--- config.mk ---
export PLATFORM = sky130hd
export DESIGN_NAME = morse_tx_word
export DESIGN_NICKNAME = d
export VERILOG_FILES = /design/src/rtl/morse_tx_word.sv
export SDC_FILE = /design/constraint.sdc
export NUM_CORES = 1
export LEC_CHECK = 0
export BUFFER_PORTS_ARGS = -buffer_cell sky130_fd_sc_hd__buf_2
export CAP_MARGIN = 20
export CELL_PAD_IN_SITES_DETAIL_PLACEMENT = 0
export CELL_PAD_IN_SITES_GLOBAL_PLACEMENT = 1
export CORE_MARGIN = 2
export CORE_UTILIZATION = 39
export CTS_CLUSTER_DIAMETER = 80
export DETAILED_ROUTE_END_ITERATION = 6
export PLACE_DENSITY = 0.86
export SYNTH_ARGS = -nofsm -noshare
export SYNTH_HDL_FRONTEND = slang
export SYNTH_SLANG_ARGS = --single-unit
--- constraint.sdc ---
create_clock -name clk -period 6.2 [get_ports clk]
set_input_delay 0.62 -clock clk [delete_from_list [all_inputs] [get_ports clk]]
set_output_delay 0.62 -clock clk [all_outputs]
set_load 0.1 [all_outputs]
--- src/rtl/morse_tx_word.sv ---
// morse_tx_word
//   Morse transmitter. Latches a word of character codes on start and keys
//   the signal line with each character's ITU dit/dah pattern, sending slot
//   len-1 first and slot 0 last. All timing counts ce pulses. The line
//   polarity matches the capture side (1 = space, 0 = mark), so the output
//   can be looped back into the decoder.
//
//   Character codes: 0 = blank, 1..26 = A..Z, 27..36 = digits 0..9,
//   37..63 = invalid. Blank and invalid characters send no mark; a word_time
//   gap stands in for them, and invalid ones also set the sticky error flag.
//
//   Optional feature (macro MORSE_TX_REPEAT_EN): adds input repeat_en
//   (the repeat request; "repeat" itself is a reserved word). While it is
//   high in DONE, the latched word is sent again without returning to IDLE.
//
// Ports:
//   clk, rst_n      clock, synchronous active-low reset
//   ce              clock enable; state and timer advance only when ce=1
//   dit_time        dit mark length and inter-element gap (ce pulses)
//   dah_time        dah mark length and inter-character gap
//   word_time       trailing word gap and the gap used for blank characters
//   start           send request, sampled in IDLE with ce=1
//   word            character codes, slot i at [i*CHAR_W +: CHAR_W]
//   len             characters to send, 1..MAX_CHARS
//   repeat_en       (MORSE_TX_REPEAT_EN only) resend after each pass
//   signal          keyed line, 1 = idle/space, 0 = mark
//   busy            transmission in progress
//   done            end-of-transmission pulse (one ce cycle)
//   error           sticky invalid code/len flag, cleared on accepted start
module morse_tx_word #(
    parameter int MAX_CHARS = 6,
    parameter int CHAR_W    = 6,
    parameter int CNT_W     = 16
) (
    input  logic                        clk,
    input  logic                        rst_n,
    input  logic                        ce,
    input  logic [CNT_W-1:0]            dit_time,
    input  logic [CNT_W-1:0]            dah_time,
    input  logic [CNT_W-1:0]            word_time,
    input  logic                        start,
    input  logic [CHAR_W*MAX_CHARS-1:0] word,
    input  logic [2:0]                  len,
`ifdef MORSE_TX_REPEAT_EN
    input  logic                        repeat_en,
`endif
    output logic                        signal,
    output logic                        busy,
    output logic                        done,
    output logic                        error
);

    typedef enum logic [2:0] {
        S_IDLE,
        S_MARK,
        S_GAP_ELEM,
        S_GAP_CHAR,
        S_GAP_WORD,
        S_DONE
    } state_t;

    state_t                      state_q, state_d;
    logic [CNT_W-1:0]            timer_q, timer_d;
    logic [2:0]                  idx_q, idx_d;
    logic [2:0]                  elem_q, elem_d;
    logic [CHAR_W*MAX_CHARS-1:0] word_q, word_d;
    logic                        error_q, error_d;
`ifdef MORSE_TX_REPEAT_EN
    logic [2:0]                  len_q, len_d;
`endif

    // Pattern ROM: {element count, 5 element bits left-aligned}, first
    // element in bit 4, 1 = dah. Count 0 marks blank/invalid codes.
    function automatic logic [7:0] rom(input logic [CHAR_W-1:0] c);
        case (c)
            6'd1:  rom = {3'd2, 5'b01000}; // A .-
            6'd2:  rom = {3'd4, 5'b10000}; // B -...
            6'd3:  rom = {3'd4, 5'b10100}; // C -.-.
            6'd4:  rom = {3'd3, 5'b10000}; // D -..
            6'd5:  rom = {3'd1, 5'b00000}; // E .
            6'd6:  rom = {3'd4, 5'b00100}; // F ..-.
            6'd7:  rom = {3'd3, 5'b11000}; // G --.
            6'd8:  rom = {3'd4, 5'b00000}; // H ....
            6'd9:  rom = {3'd2, 5'b00000}; // I ..
            6'd10: rom = {3'd4, 5'b01110}; // J .---
            6'd11: rom = {3'd3, 5'b10100}; // K -.-
            6'd12: rom = {3'd4, 5'b01000}; // L .-..
            6'd13: rom = {3'd2, 5'b11000}; // M --
            6'd14: rom = {3'd2, 5'b10000}; // N -.
            6'd15: rom = {3'd3, 5'b11100}; // O ---
            6'd16: rom = {3'd4, 5'b01100}; // P .--.
            6'd17: rom = {3'd4, 5'b11010}; // Q --.-
            6'd18: rom = {3'd3, 5'b01000}; // R .-.
            6'd19: rom = {3'd3, 5'b00000}; // S ...
            6'd20: rom = {3'd1, 5'b10000}; // T -
            6'd21: rom = {3'd3, 5'b00100}; // U ..-
            6'd22: rom = {3'd4, 5'b00010}; // V ...-
            6'd23: rom = {3'd3, 5'b01100}; // W .--
            6'd24: rom = {3'd4, 5'b10010}; // X -..-
            6'd25: rom = {3'd4, 5'b10110}; // Y -.--
            6'd26: rom = {3'd4, 5'b11000}; // Z --..
            6'd27: rom = {3'd5, 5'b11111}; // 0
            6'd28: rom = {3'd5, 5'b01111}; // 1
            6'd29: rom = {3'd5, 5'b00111}; // 2
            6'd30: rom = {3'd5, 5'b00011}; // 3
            6'd31: rom = {3'd5, 5'b00001}; // 4
            6'd32: rom = {3'd5, 5'b00000}; // 5
            6'd33: rom = {3'd5, 5'b10000}; // 6
            6'd34: rom = {3'd5, 5'b11000}; // 7
            6'd35: rom = {3'd5, 5'b11100}; // 8
            6'd36: rom = {3'd5, 5'b11110}; // 9
            default: rom = 8'd0;
        endcase
    endfunction

    // Timer counts down to zero, so a duration D loads D-1; 0 behaves as 1.
    function automatic logic [CNT_W-1:0] ld(input logic [CNT_W-1:0] t);
        ld = (t == '0) ? '0 : t - 1'b1;
    endfunction

    // Slot mux; an out-of-range index reads as blank.
    function automatic logic [CHAR_W-1:0] slot_sel(input logic [CHAR_W*MAX_CHARS-1:0] src,
                                                   input logic [2:0] idx);
        slot_sel = '0;
        for (int i = 0; i < MAX_CHARS; i++)
            if (idx == 3'(i)) slot_sel = src[i*CHAR_W +: CHAR_W];
    endfunction

    // Current character being keyed.
    logic [7:0] cur_rom;
    logic [2:0] cur_cnt;
    logic [4:0] cur_bits;
    logic       cur_bit;

    assign cur_rom  = rom(slot_sel(word_q, idx_q));
    assign cur_cnt  = cur_rom[7:5];
    assign cur_bits = cur_rom[4:0];
    assign cur_bit  = cur_bits[3'd4 - elem_q];

    // Character about to be entered: the first one on start (or repeat)
    // and the next lower slot otherwise.
    logic [2:0]                  ent_idx;
    logic [CHAR_W*MAX_CHARS-1:0] ent_src;
    logic [CHAR_W-1:0]           ent_char;
    logic [7:0]                  ent_rom;
    state_t                      ent_state;
    logic [CNT_W-1:0]            ent_timer;
    logic                        ent_err;

    always_comb begin
        ent_idx = idx_q - 3'd1;
        ent_src = word_q;
        if (state_q == S_IDLE) begin
            ent_idx = len - 3'd1;
            ent_src = word;
        end
`ifdef MORSE_TX_REPEAT_EN
        else if (state_q == S_DONE) begin
            ent_idx = len_q - 3'd1;
        end
`endif
    end

    assign ent_char = slot_sel(ent_src, ent_idx);
    assign ent_rom  = rom(ent_char);

    always_comb begin
        ent_state = S_MARK;
        ent_timer = ld(ent_rom[4] ? dah_time : dit_time);
        ent_err   = 1'b0;
        if (ent_rom[7:5] == 3'd0) begin
            // Blank or invalid: no mark, a word gap takes its place.
            ent_state = S_GAP_WORD;
            ent_timer = ld(word_time);
            ent_err   = (ent_char != '0);
        end
    end

    always_comb begin
        state_d = state_q;
        timer_d = timer_q;
        idx_d   = idx_q;
        elem_d  = elem_q;
        word_d  = word_q;
        error_d = error_q;
`ifdef MORSE_TX_REPEAT_EN
        len_d   = len_q;
`endif
        if (ce) begin
            case (state_q)
                S_IDLE: begin
                    if (start) begin
                        word_d  = word;
                        error_d = 1'b0;
`ifdef MORSE_TX_REPEAT_EN
                        len_d   = len;
`endif
                        if (len == 3'd0 || int'(len) > MAX_CHARS) begin
                            error_d = 1'b1;
                            state_d = S_DONE;
                        end else begin
                            state_d = ent_state;
                            timer_d = ent_timer;
                            idx_d   = ent_idx;
                            elem_d  = 3'd0;
                            if (ent_err) error_d = 1'b1;
                        end
                    end
                end
                S_MARK, S_GAP_ELEM, S_GAP_CHAR, S_GAP_WORD: begin
                    if (timer_q != '0) begin
                        timer_d = timer_q - 1'b1;
                    end else begin
                        case (state_q)
                            S_MARK: begin
                                if (elem_q + 3'd1 < cur_cnt) begin
                                    state_d = S_GAP_ELEM;
                                    timer_d = ld(dit_time);
                                    elem_d  = elem_q + 3'd1;
                                end else if (idx_q == 3'd0) begin
                                    state_d = S_GAP_WORD;
                                    timer_d = ld(word_time);
                                end else begin
                                    state_d = S_GAP_CHAR;
                                    timer_d = ld(dah_time);
                                end
                            end
                            S_GAP_ELEM: begin
                                // elem_q already points at the next element.
                                state_d = S_MARK;
                                timer_d = ld(cur_bit ? dah_time : dit_time);
                            end
                            default: begin
                                if (state_q == S_GAP_WORD && idx_q == 3'd0) begin
                                    state_d = S_DONE;
                                end else begin
                                    state_d = ent_state;
                                    timer_d = ent_timer;
                                    idx_d   = ent_idx;
                                    elem_d  = 3'd0;
                                    if (ent_err) error_d = 1'b1;
                                end
                            end
                        endcase
                    end
                end
                S_DONE: begin
                    state_d = S_IDLE;
`ifdef MORSE_TX_REPEAT_EN
                    // Only a pass that actually ran (valid len) can repeat.
                    if (repeat_en && len_q != 3'd0 && int'(len_q) <= MAX_CHARS) begin
                        state_d = ent_state;
                        timer_d = ent_timer;
                        idx_d   = ent_idx;
                        elem_d  = 3'd0;
                        if (ent_err) error_d = 1'b1;
                    end
`endif
                end
                default: state_d = S_IDLE;
            endcase
        end
    end

    always_ff @(posedge clk) begin
        if (!rst_n) begin
            state_q <= S_IDLE;
            timer_q <= '0;
            idx_q   <= '0;
            elem_q  <= '0;
            word_q  <= '0;
            error_q <= 1'b0;
`ifdef MORSE_TX_REPEAT_EN
            len_q   <= '0;
`endif
        end else begin
            state_q <= state_d;
            timer_q <= timer_d;
            idx_q   <= idx_d;
            elem_q  <= elem_d;
            word_q  <= word_d;
            error_q <= error_d;
`ifdef MORSE_TX_REPEAT_EN
            len_q   <= len_d;
`endif
        end
    end

    assign signal = (state_q != S_MARK);
    assign busy   = (state_q != S_IDLE);
    assign done   = (state_q == S_DONE);
    assign error  = error_q;

endmodule

==> impl_metrics.json, run 1 <==
{
  "status": "completed",
  "drc": 0,
  "cap_violations": 0,
  "clockBufferDepth": 2,
  "drtPass1Iterations": 5,
  "path_max_fanout": 11,
  "r2r_slack_ps": 470,
  "syn_area_per_cell_sq_um": 6.93,
  "min_path_type": "reg -> reg",
  "pre_cts_ws_ps": 360,
  "arrival_ps": 5980,
  "yosys.area_share.adder_pct": 4.45,
  "synth_compound_area_share_pct": 30.6,
  "path_delay_family": "simple AND/OR/NAND/NOR gates",
  "regArea_sq_mm": 0.00124,
  "synth_nets": 1296,
  "dieWidth_um": 149,
  "total_power_mw": 6.15,
  "synth_flop_cell": "dfxtp_1",
  "cts_sinks": 62,
  "ys_seq_area_share_pct": 15.2,
  "grtUsageTotal_pct": 28.3,
  "power_leakage_nw": 3.47,
  "critPathMaxStageDelay_ps": 710,
  "ys_async_sr_fraction_pct": 0,
  "peakVddDrop_uv": 386,
  "nNetsFinal": 1365,
  "wl_per_cell_um": 21.1,
  "hpwlAfterDp_um": 24400,
  "fin_ws_ps": 439,
  "synth_area_sq_mm": 0.00815,
  "grt_overflow": 0,
  "synth-simple-area-share_pct": 30.1,
  "numCtsBuffers": 9,
  "rr_startpoint": "idx_q[0]",
  "post-route-period-util_pct": 92.9,
  "cts_tree": "built",
  "finClkSkew_ps": 8.66,
  "drt-total-wl_um": 32100,
  "htreeDepth": 3,
  "holdPathStages": 2,
  "vias": 9606,
  "rsz0062_at_grt": "no",
  "antenna_found_initial": 0,
  "area_growth_pct": 13.0,
  "post-route-min-period_ps": 5760,
  "synth_seq_cells": 62,
  "whs_ps": 486,
  "crit_chain": "buf_2 -> inv_1 -> ha_1 -> nor4b_2 -> nand2_1 -> a221oi_1 -> nor3_1 -> and2_1 -> a21oi_1 -> a21o_2 -> nand2_4 -> a21oi_1 -> ha_1 -> nand3_1 -> nor3_1 -> o21ai_0 -> and3_1 -> o2111ai_1 -> a31oi_1",
  "start_kind": "input port",
  "clock_latency_ps": 350,
  "core_sq_mm": 0.0204,
  "worstReg2RegEnd": "timer_q[3]",
  "ant_nets": 0,
  "grt_pass1_wl_um": 49500,
  "hold_start": "word_q[12]",
  "reg2regPathDepth": 19,
  "grt_pass1_vias": 8840,
  "layout-drive-gt1-share_pct": 15.4,
  "gp_congestion": 0.997,
  "worstPathRequired_ps": 6420,
  "port_buffers": 94,
  "dr.first_iter.drc_count": 1051,
  "crit_slowest_cell": "nor3_1",
  "syn-instance-count": 1176,
  "synth_top_family_by_area": "compound AO/OA/AOI/OAI gates",
  "power_density_mw_per_mm2": 668,
  "initial_core_util_pct": 40.0,
  "rows": 52,
  "synth_xor_xnor_area_share_pct": 7.51,
  "fillerInstances": 2104,
  "multi_input_area_sq_mm": 0.00641,
  "cts_root_buf": "clkbuf_16",
  "slew_violations": 0,
  "endpoint_kind": "register",
  "die_y_um": 149,
  "vias_per_cell": 6.32,
  "cts_resized": 0,
  "holdBufCountCts": 0,
  "relSlewSlack_pct": 32.3,
  "n_antenna_cell": 0,
  "synth_cell_types": 93,
  "synth-edff-count": 0,
  "die_area_sq_mm": 0.0221,
  "yosysWarnings": 0,
  "cp_num_buf_inv": 2,
  "final_hold_viol_count": 0,
  "finalSetupViolations": 0,
  "post_cts_buffers": 0,
  "hold_end": "word_q[12]",
  "worst_pin_slew_ps": 1020,
  "fmax_ghz": 0.174,
  "ios": 95,
  "clk_pin_slew_worst_paths_ps": 60,
  "grt_start_max_net_pins": 64,
  "tns_ps": 0,
  "synthMuxAreaShare_pct": 5.84,
  "path_class": "in -> reg"
}
where the power goes:
part / total, mW / switching (mW) / internal, mW
Clock: 0.560 / 0.208 / 0.351
Combinational: 4.96 / 3.17 / 1.79
Sequential: 0.629 / 0.135 / 0.494
cells by family (layout without fill, tap and decap cells):
kind of cell	Yosys count	after routing
compound gates	361	361
flops	62	62
simple gates	501	501
fa+ha+maj	29	29
xor+xnor	69	69
buf+inv	109	183
mux	45	45
area by class of cell:
cell class,count,share of cell area [%]
tap,270,3.67
clock inverter,6,0.938
clock buffer,10,2.49
timing repair buffer,136,8.54
multi-input combinational,1005,69.6
inverter,31,1.26
sequential,62,13.5
cells in the mapped netlist, types with 5 or more instances:
| library cell | count | area (sq um) |
|---|---|---|
| a31oi_1 | 21 | 131 |
| o21ai_0 | 62 | 310 |
| and2_1 | 6 | 37.5 |
| buf_2 | 21 | 105 |
| o31ai_1 | 8 | 60.1 |
| mux2_2 | 6 | 67.6 |
| or3_1 | 18 | 113 |
| a22oi_1 | 6 | 45.0 |
| or2_2 | 5 | 31.3 |
| o21a_1 | 9 | 67.6 |
| nor4_1 | 17 | 106 |
| o2111ai_1 | 6 | 52.6 |
| nand3b_1 | 7 | 52.6 |
| nand2_1 | 178 | 668 |
| and3_1 | 13 | 81.3 |
| clkbuf_1 | 42 | 158 |
| nor2b_1 | 22 | 138 |
| nor3_1 | 56 | 280 |
| o211ai_1 | 22 | 165 |
| xor2_1 | 30 | 263 |
| a21boi_0 | 42 | 315 |
| a211oi_1 | 13 | 97.6 |
| nand3_1 | 39 | 195 |
| dfxtp_1 | 62 | 1240 |
| nor2_1 | 86 | 323 |
| a21oi_1 | 70 | 350 |
| a221oi_1 | 5 | 43.8 |
| a21o_1 | 7 | 52.6 |
| o22ai_1 | 13 | 81.3 |
| xnor2_1 | 38 | 333 |
| nand2b_1 | 14 | 87.6 |
| o32ai_1 | 6 | 52.6 |
| buf_6 | 7 | 78.8 |
| inv_1 | 31 | 116 |
| nand4_1 | 9 | 56.3 |
| ha_1 | 29 | 363 |
| o31a_1 | 6 | 52.6 |
| mux2i_1 | 37 | 370 |
cell usage in the layout (no fill, tap or decap), types with 14 or more instances in the layout:
| cell | n |
|---|---|
| a21boi_0 | 41 |
| a21oi_1 | 69 |
| a31oi_1 | 21 |
| buf_2 | 94 |
| buf_4 | 42 |
| dfxtp_1 | 62 |
| ha_1 | 29 |
| inv_1 | 31 |
| mux2i_1 | 37 |
| nand2_1 | 178 |
| nand2b_1 | 14 |
| nand3_1 | 39 |
| nor2_1 | 86 |
| nor2b_1 | 22 |
| nor3_1 | 56 |
| nor4_1 | 16 |
| o211ai_1 | 22 |
| o21ai_0 | 62 |
| or3_1 | 18 |
| xnor2_1 | 38 |
| xor2_1 | 30 |
registers in the layout, indices dropped and copies added, names as in the netlist:
name     cells
elem_q       3
error        1
idx_q        3
state_q      3
timer_q     16
word_q      36
worst min-delay path: stages (launching register included):
cell and delay, ps:
dfxtp_1 320, nand2_1 50, a21boi_0 60
metrics by stage:
stage | util (%) | cell area, sq um | std cells
finish | 45.2 | 9210 | 1520
global route | 45.2 | 9210 | 1520
CTS | 45.2 | 9210 | 1520
detailed placement | 43.7 | 8890 | 1504
global placement | 43.6 | 8880 | 1503
floorplan | - | 8150 | 1176
layer usage:
layer | global-route usage (%) | share of wire (%) | vias to the layer above
met1 | 39.2 | 43 | 4520
met5 | 0 | 0 | -
met3 | 4.14 | 8.9 | 91
li1 | - | - | 4459
met2 | 45.1 | 44 | 536
met4 | 9.43 | 3.5 | 0
how the worst max path moves through the flow:
stage | start | slack, ps | cells after the start | endpoint
4_1_cts | idx_q[0] | 610 | 21 | timer_q[9]
6_report | len[0] | 440 | 19 | timer_q[3]
2_1_floorplan | idx_q[0] | 310 | 27 | timer_q[5]
3_5_place_dp | len[0] | 360 | 19 | timer_q[11]
5_1_grt | idx_q[0] | 150 | 21 | timer_q[5]
3_3_place_gp | len[0] | 390 | 19 | timer_q[3]
Note: power is estimated with default switching activity, not from simulation.
==> run 2, diff against run 1 <==
--- a/config.mk
+++ b/config.mk
@@ -9,10 +9,12 @@
 export CAP_MARGIN = 20
 export CELL_PAD_IN_SITES_DETAIL_PLACEMENT = 0
 export CELL_PAD_IN_SITES_GLOBAL_PLACEMENT = 1
-export CORE_MARGIN = 2
+export CORE_MARGIN = 10
 export CORE_UTILIZATION = 39
 export CTS_CLUSTER_DIAMETER = 80
 export DETAILED_ROUTE_END_ITERATION = 6
+export GPL_ROUTABILITY_DRIVEN = 0
+export HOLD_SLACK_MARGIN = 0.05
 export PLACE_DENSITY = 0.86
 export SYNTH_ARGS = -nofsm -noshare
 export SYNTH_HDL_FRONTEND = slang
==> impl_metrics.json, run 2 (synthesized netlist as in run 1, its figures left out) <==
{
  "utilization_pct": 44.9,
  "grt_overflow": 0,
  "top_regs": "word_q: 36 flops, timer_q: 16 flops",
  "layout_common_cells": "nand2_1 (178), buf_2 (94), nor2_1 (86), a21oi_1 (69)",
  "largest_register_ffs": 36,
  "ant_nets": 0,
  "post-route-min-period_ps": 5890,
  "htreeDepth": 3,
  "cts_tree": "built",
  "antenna_found_initial": 0,
  "cts_sinks": 62,
  "finClkSkew_ps": 10.5,
  "rows": 52,
  "start_kind": "input port",
  "cts_root_buf": "clkbuf_16",
  "die_y_um": 165,
  "p_sw_mw": 3.51,
  "hpwlAfterDp_um": 23700,
  "n_antenna_cell": 0,
  "dr.first_iter.drc_count": 1193,
  "grt_pass1_vias": 9126,
  "drt-total-wl_um": 31300,
  "final_hold_viol_count": 0,
  "layout-drive-gt1-share_pct": 15.1,
  "finalSetupViolations": 0,
  "cp_common_cell": "nor2_1",
  "path_max_fanout": 21,
  "drtPass1Iterations": 6,
  "grtUsageTotal_pct": 22.4,
  "fillerInstances": 2105,
  "critPathMaxStageDelay_ps": 690,
  "dieWidth_um": 165,
  "crit_slowest_cell": "nor4b_2",
  "ios": 95,
  "holdBufCountCts": 0,
  "port_buffers": 94,
  "power.internal_mw": 2.57,
  "grt_pass1_wl_um": 49100,
  "drc": 0,
  "cap_violations": 0,
  "fmax_ghz": 0.170,
  "wl_per_cell_um": 20.7,
  "vias": 9646,
  "clk_pin_slew_worst_paths_ps": 60,
  "cp_num_buf_inv": 4,
  "power_frac_clock_pct": 8.6,
  "combinationalPowerShare_pct": 81.1,
  "path_delay_family": "simple AND/OR/NAND/NOR gates",
  "post_cts_buffers": 0,
  "clock_latency_ps": 350,
  "worstPathRequired_ps": 6440,
  "initial_core_util_pct": 40.0,
  "die_area_sq_mm": 0.0271,
  "post-route-period-util_pct": 94.9,
  "vias_per_cell": 6.37,
  "power_frac_seq_pct": 10.3,
  "finalInstanceArea_sq_mm": 0.00915,
  "power_leakage_nw": 3.42,
  "grt_start_max_net_pins": 64,
  "path_class": "in -> reg",
  "status": "completed",
  "arrival_ps": 6130,
  "peakVddDrop_uv": 315,
  "nNetsFinal": 1360,
  "top_register": "word_q",
  "core_sq_mm": 0.0204,
  "pre_cts_ws_ps": -31.7,
  "final_common_cell": "nand2_1",
  "placed_cell_area_sq_mm": 0.00885,
  "clockBufferDepth": 2,
  "numCtsBuffers": 9,
  "area_growth_pct": 12.4,
  "crit_chain": "buf_2 -> inv_1 -> ha_1 -> nor4b_2 -> nor2_1 -> a311o_2 -> a41o_1 -> nor3_1 -> o22ai_1 -> a21o_2 -> nand2_4 -> buf_4 -> nor2_1 -> a21oi_1 -> ha_1 -> nand2_1 -> nor3_1 -> buf_4 -> nor2_1 -> mux2i_1 -> a211oi_1 -> o31a_1",
  "rsz0062_at_grt": "no",
  "endpoint_kind": "register",
  "swShare_pct": 57.7,
  "min_path_type": "reg -> reg",
  "relSlewSlack_pct": 33.1,
  "slew_violations": 0,
  "cts_resized": 0,
  "worst_pin_slew_ps": 996,
  "power_density_mw_per_mm2": 664,
  "total_power_mw": 6.08,
  "whs_ps": 490,
  "fin_ws_ps": 314
}
run 2: changes by cell type in the layout (fill, tap and decap cells not counted), sizes merged:
cell,delta
clkinvlp,+3
bufinv,-1
clkinv,-3
buf,-5
run 2: power groups by stage:
stage	Sequential [mW]	Clock, mW	Combinational [mW]
floorplan	0.589	0	3.47
global placement	0.626	0	4.74
detailed placement	0.626	0	4.73
CTS	0.619	0.526	4.75
global route	0.635	0.542	5.27
finish	0.625	0.524	4.93
run 2: final timing paths:
path | to | cells past startpoint | slack, ps | start
worst max-delay path | timer_q[4] | 22 | 310 | len[0]
worst min-delay path | word_q[17] | 2 | 490 | word_q[17]
worst max register to register | timer_q[0] | 21 | 540 | idx_q[0]
worst min register to register | word_q[17] | 2 | 490 | word_q[17]
run 2: layer usage:
metal	vias to the layer above	wire [um]	track usage (%)	part of all wire, %
met5	-	0	0	0
met4	0	1460	10.4	4.7
met3	129	3400	5.85	11
met2	582	14000	35.5	45
met1	4477	12400	27.9	40
li1	4458	-	-	-
run 2: metrics by stage:
step | instances | TNS (ps)
floorplan | 1176 | 0
detailed placement | 1499 | -49.0
global placement | 1499 | 0
global route | 1514 | 0
finish | 1514 | 0
CTS | 1514 | 0
run 2: worst min-delay path, stage by stage (launching register included):
cell and delay (ps):
dfxtp_1 320, nand2_1 50, a21boi_0 60
run 2: layout make-up:
cell class | count | area [sq um] | share of cell area, %
tap | 270 | 338 | 3.69
timing repair buffer | 131 | 748 | 8.17
multi-input combinational | 1005 | 6410 | 70.0
clock inverter | 5 | 60.1 | 0.656
clock buffer | 10 | 239 | 2.61
inverter | 31 | 116 | 1.27
sequential | 62 | 1240 | 13.6
